`src/rtl/tjk_mod_counter.sv`:
```
// tjk_mod_counter: modulo-MOD up/down/load counter built from JK cells.
// Each state bit is a JK flip-flop with J=K=t_out[i]. The combinational
// block works out which bits must toggle to reach the next count. The
// registered wrap and err outputs flag modulus roll-over and clamped loads.
module tjk_mod_counter #(
    parameter int WIDTH = 4,
    parameter int MOD   = 16
) (
    input  logic             clk,
    input  logic             rst,
    input  logic             en,
    input  logic [1:0]       mode,
    input  logic [WIDTH-1:0] d,
    output logic [WIDTH-1:0] q,
    output logic [WIDTH-1:0] qb,
    output logic [WIDTH-1:0] t_out,
    output logic             tc,
    output logic             wrap,
    output logic             err
);

    typedef enum logic [1:0] {
        MODE_HOLD = 2'b00,
        MODE_UP   = 2'b01,
        MODE_DOWN = 2'b10,
        MODE_LOAD = 2'b11
    } mode_e;

    // Largest legal count, and the modulus widened by one bit so that a
    // full-range modulus stays representable in comparisons.
    localparam logic [WIDTH-1:0] TOP     = WIDTH'(MOD - 1);
    localparam logic [WIDTH:0]   MOD_EXT = (WIDTH + 1)'(MOD);
    localparam logic [WIDTH:0]   ONE_EXT = (WIDTH + 1)'(1);

    mode_e            op;
    logic [WIDTH-1:0] up_t;
    logic [WIDTH-1:0] dn_t;
    logic [WIDTH:0]   q_inc;
    logic             up_wraps;
    logic             at_top;
    logic             at_zero;
    logic             load_ok;
    logic             wrap_nxt;
    logic             err_nxt;

    assign op = mode_e'(mode);

    // qb is derived from q, never stored separately, so it tracks q through reset.
    assign qb = ~q;

    // Up steps that start at TOP, or at any stray value above it, clear to 0.
    assign q_inc    = {1'b0, q} + ONE_EXT;
    assign up_wraps = (q_inc >= MOD_EXT);
    assign at_top   = (q == TOP);
    assign at_zero  = (q == '0);
    assign load_ok  = ({1'b0, d} < MOD_EXT);

    // Ripple toggle chains: a bit flips when all lower bits are 1 (up) or 0 (down).
    always_comb begin
        logic carry_up;
        logic carry_dn;
        // NOTE: every combinational output gets a default before any branch,
        // so no path leaves it unassigned and no latch is inferred.
        up_t     = '0;
        dn_t     = '0;
        carry_up = 1'b1;
        carry_dn = 1'b1;
        for (int i = 0; i < WIDTH; i++) begin
            up_t[i]  = carry_up;
            dn_t[i]  = carry_dn;
            carry_up = carry_up & q[i];
            carry_dn = carry_dn & qb[i];
        end
    end

    // Toggle selection, terminal count and next-cycle pulse requests.
    always_comb begin
        t_out    = '0;
        tc       = 1'b0;
        wrap_nxt = 1'b0;
        err_nxt  = 1'b0;
        if (en) begin
            case (op)
                MODE_UP: begin
                    tc = at_top;
                    if (up_wraps) begin
                        t_out    = q;
                        wrap_nxt = 1'b1;
                    end else begin
                        t_out = up_t;
                    end
                end
                MODE_DOWN: begin
                    tc = at_zero;
                    if (at_zero) begin
                        t_out    = TOP;
                        wrap_nxt = 1'b1;
                    end else begin
                        t_out = dn_t;
                    end
                end
                MODE_LOAD: begin
                    if (load_ok) begin
                        t_out = q ^ d;
                    end else begin
                        t_out   = q ^ TOP;
                        err_nxt = 1'b1;
                    end
                end
                default: ;
            endcase
        end
    end

    // JK characteristic equation: Q+ = J & ~Q | ~K & Q.
    function automatic logic jk_next(input logic qc, input logic j, input logic k);
        return (j & ~qc) | (~k & qc);
    endfunction

    // State bits and pulse flags; synchronous reset takes priority over everything.
    always_ff @(posedge clk) begin
        // NOTE: sequential state uses non-blocking assignments so every
        // register samples pre-edge values regardless of statement order.
        if (rst) begin
            q    <= '0;
            wrap <= 1'b0;
            err  <= 1'b0;
        end else begin
            for (int i = 0; i < WIDTH; i++) begin
                q[i] <= jk_next(q[i], t_out[i], t_out[i]);
            end
            wrap <= wrap_nxt;
            err  <= err_nxt;
        end
    end

endmodule

```
`config.mk`:
```
export PLATFORM = sky130hd
export DESIGN_NAME = tjk_mod_counter
export DESIGN_NICKNAME = d
export VERILOG_FILES = /design/src/rtl/tjk_mod_counter.sv
export SDC_FILE = /design/constraint.sdc
export NUM_CORES = 1
export LEC_CHECK = 0
export BUFFER_PORTS_ARGS = -buffer_cell sky130_fd_sc_hd__buf_2
export CAP_MARGIN = 15
export CORE_UTILIZATION = 30
export CTS_CLUSTER_SIZE = 16
export DETAILED_ROUTE_END_ITERATION = 16
export REMOVE_ABC_BUFFERS = 1
export SKIP_CTS_REPAIR_TIMING = 1
export SYNTH_ARGS = -nofsm -noshare
export SYNTH_HDL_FRONTEND = slang
export SYNTH_SLANG_ARGS = --single-unit
export TNS_END_PERCENT = 100
```
`constraint.sdc`:
```
create_clock -name clk -period 3.5 [get_ports clk]
set_input_delay 0.175 -clock clk [delete_from_list [all_inputs] [get_ports clk]]
set_output_delay 0.175 -clock clk [all_outputs]
set_load 0.02 [all_outputs]
```
==> results of run 1 <==
metal layers:
| layer | GRT usage | vias to the layer above | wire length, µm |
|---|---|---|---|
| met2 | 0.2060 | 20 | 554 |
| met1 | 0.1873 | 232 | 570 |
| met5 | 0 | - | 0 |
| li1 | - | 271 | - |
| met4 | 0.03750 | 0 | 0 |
| met3 | 0.06250 | 0 | 76 |
final cells by class:
cell class / count / area [µm²] / area share
Sequential cell: 5 / 100.1 / 0.1559
Tap cell: 16 / 20.02 / 0.03119
Clock buffer: 4 / 26.28 / 0.04094
Timing Repair Buffer: 22 / 110.1 / 0.1715
Inverter: 8 / 30.03 / 0.04678
Multi-Input combinational cell: 47 / 355.3 / 0.5536
synthesized netlist by cell type (2+ instances only):
cell                        count
sky130_fd_sc_hd__a211oi_1       3
sky130_fd_sc_hd__xor2_1         4
sky130_fd_sc_hd__inv_1          8
sky130_fd_sc_hd__dfxtp_1        5
sky130_fd_sc_hd__nand3_1        2
sky130_fd_sc_hd__nand2_1        5
sky130_fd_sc_hd__a21oi_1        5
sky130_fd_sc_hd__ha_1           4
sky130_fd_sc_hd__o311a_1        2
sky130_fd_sc_hd__buf_6          2
sky130_fd_sc_hd__a2111oi_1      2
sky130_fd_sc_hd__nor2_1         3
sky130_fd_sc_hd__nor2b_1        3
sky130_fd_sc_hd__a2111oi_0      2
state kept, by name (all words and copies together) (netlist names):
name  count
q         4
wrap      1
final timing paths:
check | start | to | slack, ns | cells past startpoint
min | rst | q[2]$_SDFF_PP0_ | 0.16 | 2
min reg2reg | q[3]$_SDFF_PP0_ | wrap$_SDFF_PP0_ | 0.59 | 2
max reg2reg | q[0]$_SDFF_PP0_ | q[3]$_SDFF_PP0_ | 1.98 | 3
max | q[0]$_SDFF_PP0_ | tc | 1.75 | 4
stage by stage:
| step | cells | hold slack (ns) |
|---|---|---|
| CTS | 102 | 0.1594 |
| global placement | 98 | 0.4210 |
| global route | 102 | 0.1696 |
| detailed placement | 98 | 0.4204 |
| floorplan | 60 | 0.2471 |
| finish | 102 | 0.1581 |
cell families after synthesis:
kind of cell	count (synthesis)	share of synthesized area
and+or+nand+nor	18	0.2121
muxes	1	0.01928
xor gates and xnor gates	4	0.06746
DFF	5	0.1928
buffers and inverters	12	0.1229
other	1	0.007222
adders and majority gates	4	0.09639
AOI/OAI and AO/OA	19	0.2819
power breakdown:
| part | switching, mW | total, mW | internal (mW) |
|---|---|---|---|
| sequential | 0.00742 | 0.0677 | 0.0602 |
| combinational | 0.0381 | 0.0629 | 0.0248 |
| clock | 0.0275 | 0.0708 | 0.0434 |
==> out/results.tsv, run 1 <==
stage	metric	value	unit
critical_path	critical path capture point type	output port	
global_routing	total routing resource utilization after global routing	0.1408	
synth	number of synthesized flops with an enable pin	0	
outcome	status	finished, violations left	
clock_network	H-tree depth reported by CTS	1	
layout	final instance area	641.9	µm²
synth	netlist area before placement	519.2	µm²
floorplanning	starting density of the core	0.3331	
timing	number of slew-limit violations in the final report	0	
floorplanning	Floorplan Core Area	1559	µm²
routing	via count	523	
min_path	worst hold-check path type	in -> reg	
synth	Most used DFF post-synth	sky130_fd_sc_hd__dfxtp_1	
clock_network	clock tree sinks	5	
clock_network	root buffer selected by CTS	sky130_fd_sc_hd__clkbuf_4	
synth	number of standard cells after synthesis	64	
clock_network	clock transition at the registers of the reported paths	0.05	ns
synth	largest area contributor in the netlist	sky130_fd_sc_hd__dfxtp_1	
clock_network	CTS tree	built	
synth	area fraction of the dominant cell type after synthesis	0.1928	
power	post-layout power	201.4	µW
timing	unrepaired setup endpoints after global routing	false	
layout	fraction of final layout cells sized beyond drive strength 1	0.3372	
timing	setup-violating endpoint count in the final report	0	
routing	number of DRC markers after the initial detailed-route iteration	17	
routing	number of antenna-violating nets in the routed design	0	
power	worst vdd rail ir drop	0.1280	mV
synth	number of storage elements in the synthesis netlist	5	
layout	commonest non-fill, non-tap cell in the layout	sky130_fd_sc_hd__buf_2	
timing	crit share post-route	0.4991	
power	total power density per cell area	313.8	nW/µm²
critical_path	CP max-delay cell	sky130_fd_sc_hd__dfxtp_1	
job	Max Cap Violations	0	
routing	number of optimization iterations in the first detailed-route pass	10	
routing	final wirelength	1200	µm
floorplanning	number of placement rows	14	
layout	Diodes inserted	0	
critical_path	cell-by-cell listing of the critical path	nor3b_1 -> nand3_1 -> a21oi_1 -> buf_2	
layout	Synth-to-Final Area Change	23.61	%
synth	Seq/Total Area, Yosys	0.1928	
place	half-perimeter wire length after detailed placement	911.4	µm
timing	max frequency	572.4	MHz
critical_path	Buf/Inv on CP	1	
layout	utilization after layout	0.4117	
timing	number of failing hold endpoints at the final stage	0	
layout	highest-count cells in the layout ignoring fill and taps	22 x sky130_fd_sc_hd__buf_2, 8 x sky130_fd_sc_hd__inv_1, 5 x sky130_fd_sc_hd__nand2_1, 5 x sky130_fd_sc_hd__a21oi_1, 5 x sky130_fd_sc_hd__dfxtp_1	
synth	post-synth cell types	28	
clock_network	clock network latency to the later pin of the worst-skew pair	0.25	ns
routing	routed length per placed instance	11.76	µm
layout	NumNets Final	100	
global_routing	overflow left after global routing	0	
critical_path	required time at the endpoint of the critical path	3.32	ns
floorplanning	die area	1901	µm²
critical_path	arrival time at the worst endpoint	1.57	ns
place	placed inst area	615.6	µm²
floorplanning	Die Wd	43.61	µm
routing	DR DRC count	3	
global_routing	maximum number of pins on one net before global-route repair	12	
place	IO buf count	22	
floorplanning	I/O pin count	24	
routing	via density per instance	5.127	
place	setup slack after placement	1.838	ns
critical_path	max incr delay on CP	0.42	ns
clock_network	total CTS buffers	3	
synth	synth top area cells	sky130_fd_sc_hd__dfxtp_1 19%, sky130_fd_sc_hd__ha_1 9.6%, sky130_fd_sc_hd__xor2_1 6.7%	
critical_path	type of the worst setup path	reg -> out	
global_routing	number of antenna violations at the first check in global routing	0	
timing	Final Critical Period	1.747	ns
timing	accumulated negative setup slack	0	ns
synth	Yosys Warn Count	0	
critical_path	kind of launch point of the worst setup path	register	
global_routing	vias in the first global route	444	
timing	Clock Skews	0.001945	ns
global_routing	wire length of the first global-routing pass	1973	µm
floorplanning	die height	43.61	µm
layout	number of inserted filler cells in the final layout	171	
place	gpl congestion	0.7643	
critical_path	largest delay contributor family on the critical path	simple AND/OR/NAND/NOR gates	
timing	setup slack of the critical path after layout	1.753	ns
synth	mean cell area of the mapped netlist	8.113	µm²
synth	Post-synth ARST share	0	
power	total leakage power	0.3164	nW
outcome	failing checks	DRC	
critical_path	Critical Path Fanout Max	10	
clock_network	clock buffer depth	2	
(Power assumes the default switching activity.)
==> run 2, diff against run 1 <==
ABC_AREA = 1   (was unset)
clock period = 1.78 ns   (was 3.5 ns; I/O delays follow)
==> out/results.tsv, run 2 <==
stage	metric	value	unit	change
floorplanning	starting density of the core	0.3193		was 0.3331
clock_network	H-tree depth reported by CTS	1		unchanged
critical_path	largest delay contributor family on the critical path	flip-flops		was simple AND/OR/NAND/NOR gates
layout	Diodes inserted	0		unchanged
synth	number of storage elements in the synthesis netlist	5		unchanged
routing	final wirelength	1051	µm	was 1200 µm
critical_path	end of the worst register-to-register path	q[0]$_SDFF_PP0_		was q[3]$_SDFF_PP0_
global_routing	maximum number of pins on one net before global-route repair	10		was 12
floorplanning	Die Wd	41.81	µm	was 43.61 µm
routing	DR WL met2	477	µm	was 554 µm
clock_network	clock network latency to the later pin of the worst-skew pair	0.24	ns	was 0.25 ns
clock_network	clock transition at the registers of the reported paths	0.04	ns	was 0.05 ns
power	total power density per cell area	641.7	nW/µm²	was 313.8 nW/µm²
layout	max FFs per register	4		unchanged
timing	accumulated negative setup slack	0	ns	unchanged
critical_path	timing startpoint of the critical path	q[0]$_SDFF_PP0_		unchanged
power	total leakage power	0.3640	nW	was 0.3164 nW
floorplanning	number of placement rows	14		unchanged
critical_path	type of the worst setup path	reg -> out		unchanged
global_routing	wire length of the first global-routing pass	1759	µm	was 1973 µm
clock_network	clock buffer depth	2		unchanged
clock_network	CTS tree	built		unchanged
synth	area fraction of the dominant cell type after synthesis	0.2105		was 0.1928
routing	via density per instance	4.463		was 5.127
synth	Post-synth ARST share	0		unchanged
layout	highest-count cells in the layout ignoring fill and taps	22 x sky130_fd_sc_hd__buf_2, 21 x sky130_fd_sc_hd__nand2_1, 17 x sky130_fd_sc_hd__inv_1, 15 x sky130_fd_sc_hd__nand3_1, 9 x sky130_fd_sc_hd__nor2_1		was 22 x sky130_fd_sc_hd__buf_2, 8 x sky130_fd_sc_hd__inv_1, 5 x sky130_fd_sc_hd__nand2_1, 5 x sky130_fd_sc_hd__a21oi_1, 5 x sky130_fd_sc_hd__dfxtp_1
job	Max Cap Violations	0		unchanged
critical_path	r2r startpoint	q[0]$_SDFF_PP0_		unchanged
place	placed inst area	586.8	µm²	was 615.6 µm²
timing	setup-violating endpoint count in the final report	0		unchanged
critical_path	required time at the endpoint of the critical path	1.69	ns	was 3.32 ns
routing	routed length per placed instance	8.545	µm	was 11.76 µm
synth	Most used DFF post-synth	sky130_fd_sc_hd__dfxtp_1		unchanged
timing	max frequency	707.1	MHz	
synth	synth top area cells	sky130_fd_sc_hd__dfxtp_1 21%, sky130_fd_sc_hd__nand2_1 17%, sky130_fd_sc_hd__nand3_1 16%		was sky130_fd_sc_hd__dfxtp_1 19%, sky130_fd_sc_hd__ha_1 9.6%, sky130_fd_sc_hd__xor2_1 6.7%
critical_path	Critical Path Fanout Max	9		was 10
place	Inst Count DP	119		was 98
routing	uppermost layer routed	met3		unchanged
timing	unrepaired setup endpoints after global routing	false		unchanged
layout	NumNets Final	121		was 100
critical_path	flop2flop setup slack	0.64	ns	was 1.98 ns
routing	number of optimization iterations in the first detailed-route pass	5		was 10
global_routing	vias in the first global route	433		was 444
floorplanning	I/O pin count	24		unchanged
critical_path	critical path capture point type	output port		unchanged
critical_path	max incr delay on CP	0.48	ns	was 0.42 ns
clock_network	total CTS buffers	3		unchanged
routing	met1 layer wirelength in the final routing	489	µm	was 570 µm
timing	worst hold slack	0.03087	ns	was 0.1581 ns
place	IO buf count	22		unchanged
global_routing	number of antenna violations at the first check in global routing	0		unchanged
floorplanning	die height	41.81	µm	was 43.61 µm
min_path	worst hold-check path type	in -> reg		unchanged
layout	Synth-to-Final Area Change	28.95	%	was 23.61%
routing	number of DRC markers after the initial detailed-route iteration	12		was 17
timing	Clock Skews	0.001542	ns	was 0.001945 ns
min_path	cell count of the worst hold path	2		unchanged
layout	post-route insts no fill	123		was 102
critical_path	cell-by-cell listing of the critical path	inv_1 -> nand2_1 -> nand3_1 -> a31oi_1 -> buf_2		was nor3b_1 -> nand3_1 -> a21oi_1 -> buf_2
synth	netlist area before placement	475.5	µm²	was 519.2 µm²
synth	Seq/Total Area, Yosys	0.2105		was 0.1928
timing	number of failing hold endpoints at the final stage	0		unchanged
global_routing	total routing resource utilization after global routing	0.1333		was 0.1408
critical_path	arrival time at the worst endpoint	1.33	ns	was 1.57 ns
global_routing	overflow left after global routing	0		unchanged
place	half-perimeter wire length after detailed placement	875.2	µm	was 911.4 µm
routing	number of antenna-violating nets in the routed design	0		unchanged
critical_path	kind of launch point of the worst setup path	register		unchanged
critical_path	Buf/Inv on CP	2		was 1
outcome	status	complete, no violations		was finished, violations left
min_path	hold path start	rst		unchanged
synth	post-synth cell types	14		was 28
layout	largest registers	q (4), wrap (1)		unchanged
layout	commonest non-fill, non-tap cell in the layout	sky130_fd_sc_hd__buf_2		unchanged
synth	number of standard cells after synthesis	83		was 64
synth	most common library cells after synthesis	21 x sky130_fd_sc_hd__nand2_1, 17 x sky130_fd_sc_hd__inv_1, 15 x sky130_fd_sc_hd__nand3_1, 9 x sky130_fd_sc_hd__nor2_1, 5 x sky130_fd_sc_hd__dfxtp_1		was 8 x sky130_fd_sc_hd__inv_1, 5 x sky130_fd_sc_hd__a21oi_1, 5 x sky130_fd_sc_hd__dfxtp_1, 5 x sky130_fd_sc_hd__nand2_1
synth	number of synthesized flops with an enable pin	0		unchanged
routing	via count	549		was 523
critical_path	CP max-delay cell	sky130_fd_sc_hd__dfxtp_1		unchanged
synth	Yosys Warn Count	0		unchanged
power	worst vdd rail ir drop	0.4614	mV	was 0.1280 mV
routing	DR DRC count	0		was 3
min_path	end point of the worst hold path	wrap$_SDFF_PP0_		was q[2]$_SDFF_PP0_
timing	Final Critical Period	1.414	ns	
routing	amount of wire on met3 after detailed routing	84	µm	was 76 µm
synth	most instantiated library cell after synthesis	sky130_fd_sc_hd__nand2_1		was sky130_fd_sc_hd__inv_1
layout	number of inserted filler cells in the final layout	173		was 171
synth	largest area contributor in the netlist	sky130_fd_sc_hd__dfxtp_1		unchanged
floorplanning	die area	1748	µm²	was 1901 µm²
clock_network	clock tree sinks	5		unchanged
place	setup slack after placement	0.6117	ns	was 1.838 ns
timing	setup slack of the critical path after layout	0.3657	ns	was 1.753 ns
place	gpl congestion	0.7684		was 0.7643
synth	mean cell area of the mapped netlist	5.728	µm²	was 8.113 µm²
clock_network	root buffer selected by CTS	sky130_fd_sc_hd__clkbuf_4		unchanged
layout	final instance area	613.1	µm²	was 641.9 µm²
layout	fraction of final layout cells sized beyond drive strength 1	0.2523		was 0.3372
timing	number of slew-limit violations in the final report	0		unchanged
critical_path	cell count of the worst reg-to-reg path	7		was 3
floorplanning	Floorplan Core Area	1489	µm²	was 1559 µm²
layout	register ranked first by flip-flop count	q		unchanged
timing	crit share post-route	0.7946		
[run 2: cell count changes in the layout (fill, tap and decap cells not counted), sizes merged, moves of 2 or more]
cell / previous run / this run
nor2: 3 / 11
xor2: 4 / 0
nor2b: 3 / 0
a211oi: 3 / 0
a21oi: 5 / 3
nand2: 5 / 21
nand3: 2 / 15
a31oi: 0 / 2
a2111oi: 4 / 0
o311a: 2 / 0
inv: 8 / 17
[run 2: logic make-up (layout without fill, tap and decap cells)]
kind of cell             count (synthesis)  count (layout)  share of synthesized area
other                                    1               1                   0.007887
adder cells (fa/ha/maj)                  4               4                     0.1053
flip-flops                               5               5                     0.2105
AND/OR/NAND/NOR                         49              49                     0.4447
buffers and inverters                   19              43                     0.1737
AO/OA/AOI/OAI                            5               5                    0.05788
[run 2: final cells by class]
class | count | area [µm²] | area share
flip-flops and latches | 5 | 100.1 | 0.1633
multi-input cells | 59 | 292.8 | 0.4776
well taps | 16 | 20.02 | 0.03265
clock buffers | 4 | 26.28 | 0.04286
repair buffers | 22 | 110.1 | 0.1796
inverters | 17 | 63.81 | 0.1041
[run 2: through the flow]
stage          power (mW)  utilization
2_1_floorplan      0.2234            -
3_3_place_gp       0.2658       0.3941
3_5_place_dp       0.2668       0.3941
4_1_cts            0.3998       0.4118
5_1_grt            0.4260       0.4118
6_report           0.3934       0.4118
[run 2: report_power, final]
part	switching, mW	internal [mW]
registers	0.0128	0.120
logic	0.0849	0.0467
clock network	0.0445	0.0846
[run 2: worst max path at each step]
stage                          end  slack (ns)  depth (start not counted)
after floorplan           t_out[0]        0.38                          4
after global placement    t_out[0]        0.63                          5
after detailed placement  t_out[3]        0.61                          9
after CTS                 t_out[0]        0.36                          5
after global routing      t_out[0]        0.22                          5
final                     t_out[0]        0.37                          5
[run 2: routing by layer]
layer / GRT usage / vias to the layer above
li1: - / 305
met1: 0.1573 / 226
met2: 0.2031 / 18
met3: 0.08696 / 0
met4: 0.02581 / 0
met5: 0 / -
==> run 3, diff against run 2 <==
clock period = 1.4 ns   (was 1.78 ns; I/O delays follow)
==> out/results.tsv, run 3 (synthesized netlist as in run 2, its figures left out) <==
stage	metric	value	unit	change
place	half-perimeter wire length after detailed placement	886.5	µm	was 875.2 µm
layout	final instance area	630.6	µm²	was 613.1 µm²
layout	Synth-to-Final Area Change	32.63	%	was 28.95%
power	worst vdd rail ir drop	0.3944	mV	was 0.4614 mV
place	gpl congestion	0.7172		was 0.7684
power	total power density per cell area	798.3	nW/µm²	was 641.7 nW/µm²
global_routing	wire length of the first global-routing pass	1621	µm	was 1759 µm
critical_path	CP max-delay cell	sky130_fd_sc_hd__dfxtp_4		was sky130_fd_sc_hd__dfxtp_1
layout	number of inserted filler cells in the final layout	168		was 173
critical_path	required time at the endpoint of the critical path	1.33	ns	was 1.69 ns
critical_path	kind of launch point of the worst setup path	register		unchanged
routing	number of optimization iterations in the first detailed-route pass	4		was 5
outcome	status	complete, no violations		unchanged
routing	uppermost layer routed	met3		unchanged
layout	largest registers	q (4), wrap (1)		unchanged
timing	Final Critical Period	1.277	ns	
floorplanning	Floorplan Core Area	1489	µm²	unchanged
clock_network	CTS tree	built		unchanged
layout	NumNets Final	121		unchanged
clock_network	total CTS buffers	3		unchanged
clock_network	clock transition at the registers of the reported paths	0.04	ns	about the same
power	post-layout power	503.4	µW	was 393.4 µW
routing	final wirelength	1062	µm	was 1051 µm
timing	Clock Skews	0.0005200	ns	was 0.001542 ns
global_routing	overflow left after global routing	0		unchanged
timing	setup slack of the critical path after layout	0.1227	ns	was 0.3657 ns
power	Internal	321.7	µW	was 251.2 µW
clock_network	H-tree depth reported by CTS	1		unchanged
critical_path	arrival time at the worst endpoint	1.21	ns	was 1.33 ns
min_path	worst hold-check path type	in -> reg		unchanged
layout	register cell area after layout	110.1	µm²	was 100.1 µm²
power	clock power share	0.326		was 0.328
place	IO buf count	22		unchanged
routing	met1 layer wirelength in the final routing	500	µm	was 489 µm
floorplanning	number of placement rows	14		unchanged
timing	number of slew-limit violations in the final report	0		unchanged
layout	register ranked first by flip-flop count	q		unchanged
layout	max FFs per register	4		unchanged
floorplanning	I/O pin count	24		unchanged
global_routing	maximum number of pins on one net before global-route repair	10		unchanged
power	switching part of the total power	0.3608		was 0.3616
clock_network	clock tree sinks	5		unchanged
routing	DR WL met2	474	µm	was 477 µm
power	total leakage power	0.3717	nW	was 0.3640 nW
clock_network	root buffer selected by CTS	sky130_fd_sc_hd__clkbuf_4		unchanged
routing	routed length per placed instance	8.634	µm	was 8.545 µm
routing	via density per instance	4.626		was 4.463
global_routing	vias in the first global route	394		was 433
timing	setup-violating endpoint count in the final report	0		unchanged
routing	amount of wire on met3 after detailed routing	87	µm	was 84 µm
global_routing	total routing resource utilization after global routing	0.1253		was 0.1333
critical_path	critical path capture point type	output port		unchanged
critical_path	type of the worst setup path	reg -> out		unchanged
floorplanning	Die Wd	41.81	µm	unchanged
routing	number of antenna-violating nets in the routed design	0		unchanged
power	Sequential Power Share	0.337		about the same
power	combinational share of power	0.337		was 0.335
global_routing	number of antenna violations at the first check in global routing	0		unchanged
timing	max frequency	782.9	MHz	
layout	Diodes inserted	0		unchanged
layout	fraction of final layout cells sized beyond drive strength 1	0.2991		was 0.2523
routing	DR DRC count	0		unchanged
floorplanning	die area	1748	µm²	unchanged
power	net switching power	181.7	µW	was 142.3 µW
timing	unrepaired setup endpoints after global routing	false		unchanged
floorplanning	die height	41.81	µm	unchanged
floorplanning	starting density of the core	0.3193		unchanged
clock_network	clock buffer depth	2		unchanged
routing	number of DRC markers after the initial detailed-route iteration	14		was 12
layout	area taken by multi-input logic gates	297.8	µm²	was 292.8 µm²
place	placed inst area	586.8	µm²	unchanged
layout	highest-count cells in the layout ignoring fill and taps	21 x sky130_fd_sc_hd__nand2_1, 21 x sky130_fd_sc_hd__buf_2, 17 x sky130_fd_sc_hd__inv_1, 14 x sky130_fd_sc_hd__nand3_1, 9 x sky130_fd_sc_hd__nor2_1		was 22 x sky130_fd_sc_hd__buf_2, 21 x sky130_fd_sc_hd__nand2_1, 17 x sky130_fd_sc_hd__inv_1, 15 x sky130_fd_sc_hd__nand3_1, 9 x sky130_fd_sc_hd__nor2_1
critical_path	max incr delay on CP	0.37	ns	was 0.48 ns
timing	crit share post-route	0.9124		
place	setup slack after placement	0.2371	ns	was 0.6117 ns
job	Max Cap Violations	0		unchanged
clock_network	clock network latency to the later pin of the worst-skew pair	0.24	ns	about the same
timing	accumulated negative setup slack	0	ns	unchanged
critical_path	Critical Path Fanout Max	8		was 9
timing	number of failing hold endpoints at the final stage	0		unchanged
routing	via count	569		was 549
critical_path	cell-by-cell listing of the critical path	nor2_2 -> nand3_1 -> nand2_1 -> inv_1 -> nor2_1 -> buf_2		was inv_1 -> nand2_1 -> nand3_1 -> a31oi_1 -> buf_2
run 3: cell types whose count changed in the layout (fill, tap and decap cells not counted):
cell and delta:
sky130_fd_sc_hd__dfxtp_2 +2, sky130_fd_sc_hd__buf_2 -1, sky130_fd_sc_hd__nand3_2 +1, sky130_fd_sc_hd__dfxtp_4 +2, sky130_fd_sc_hd__dfxtp_1 -4, sky130_fd_sc_hd__nand3_1 -1
sky130_fd_sc_hd__buf_4 +1
run 3: per-layer routing:
layer,global-route usage,up-vias
met5,0,-
met4,0.01935,0
met3,0.08261,0
met2,0.1781,19
met1,0.1604,248
li1,-,302
run 3: cell type report:
class,count,share of cell area
Timing Repair Buffer,22,0.1786
Inverter,17,0.1012
Clock buffer,4,0.04167
Tap cell,16,0.03175
Multi-Input combinational cell,59,0.4722
Sequential cell,5,0.1746
run 3: worst paths after layout:
kind              startpoint         endpoint  slack (ns)  cells after the start
min                      rst  wrap$_SDFF_PP0_        0.01                      2
max reg2reg  q[2]$_SDFF_PP0_  q[3]$_SDFF_PP0_        0.40                      5
min reg2reg  q[2]$_SDFF_PP0_  q[2]$_SDFF_PP0_        0.53                      2
max          q[1]$_SDFF_PP0_               tc        0.12                      6
run 3: critical path: cells and delay by family (launching register included):
family,cells,cell delay [ns]
flip-flops,1,0.37
buffers and inverters,2,0.20
AND/OR/NAND/NOR,4,0.39
run 3: metrics by stage:
stage,utilization,cells,hold WS (ns)
after floorplan,-,81,0.1485
after global placement,0.3941,119,0.2604
after detailed placement,0.3941,119,0.2614
after CTS,0.4118,123,0.005544
after global routing,0.4235,123,0.004204
final,0.4235,123,0.01159
run 3: power by group through the flow:
stage	clock, mW	sequential (mW)	combinational (mW)
after global routing	0.188	0.172	0.191
after global placement	0	0.171	0.167
final	0.164	0.170	0.170
after floorplan	0	0.179	0.105
after detailed placement	0	0.172	0.168
after CTS	0.171	0.169	0.169
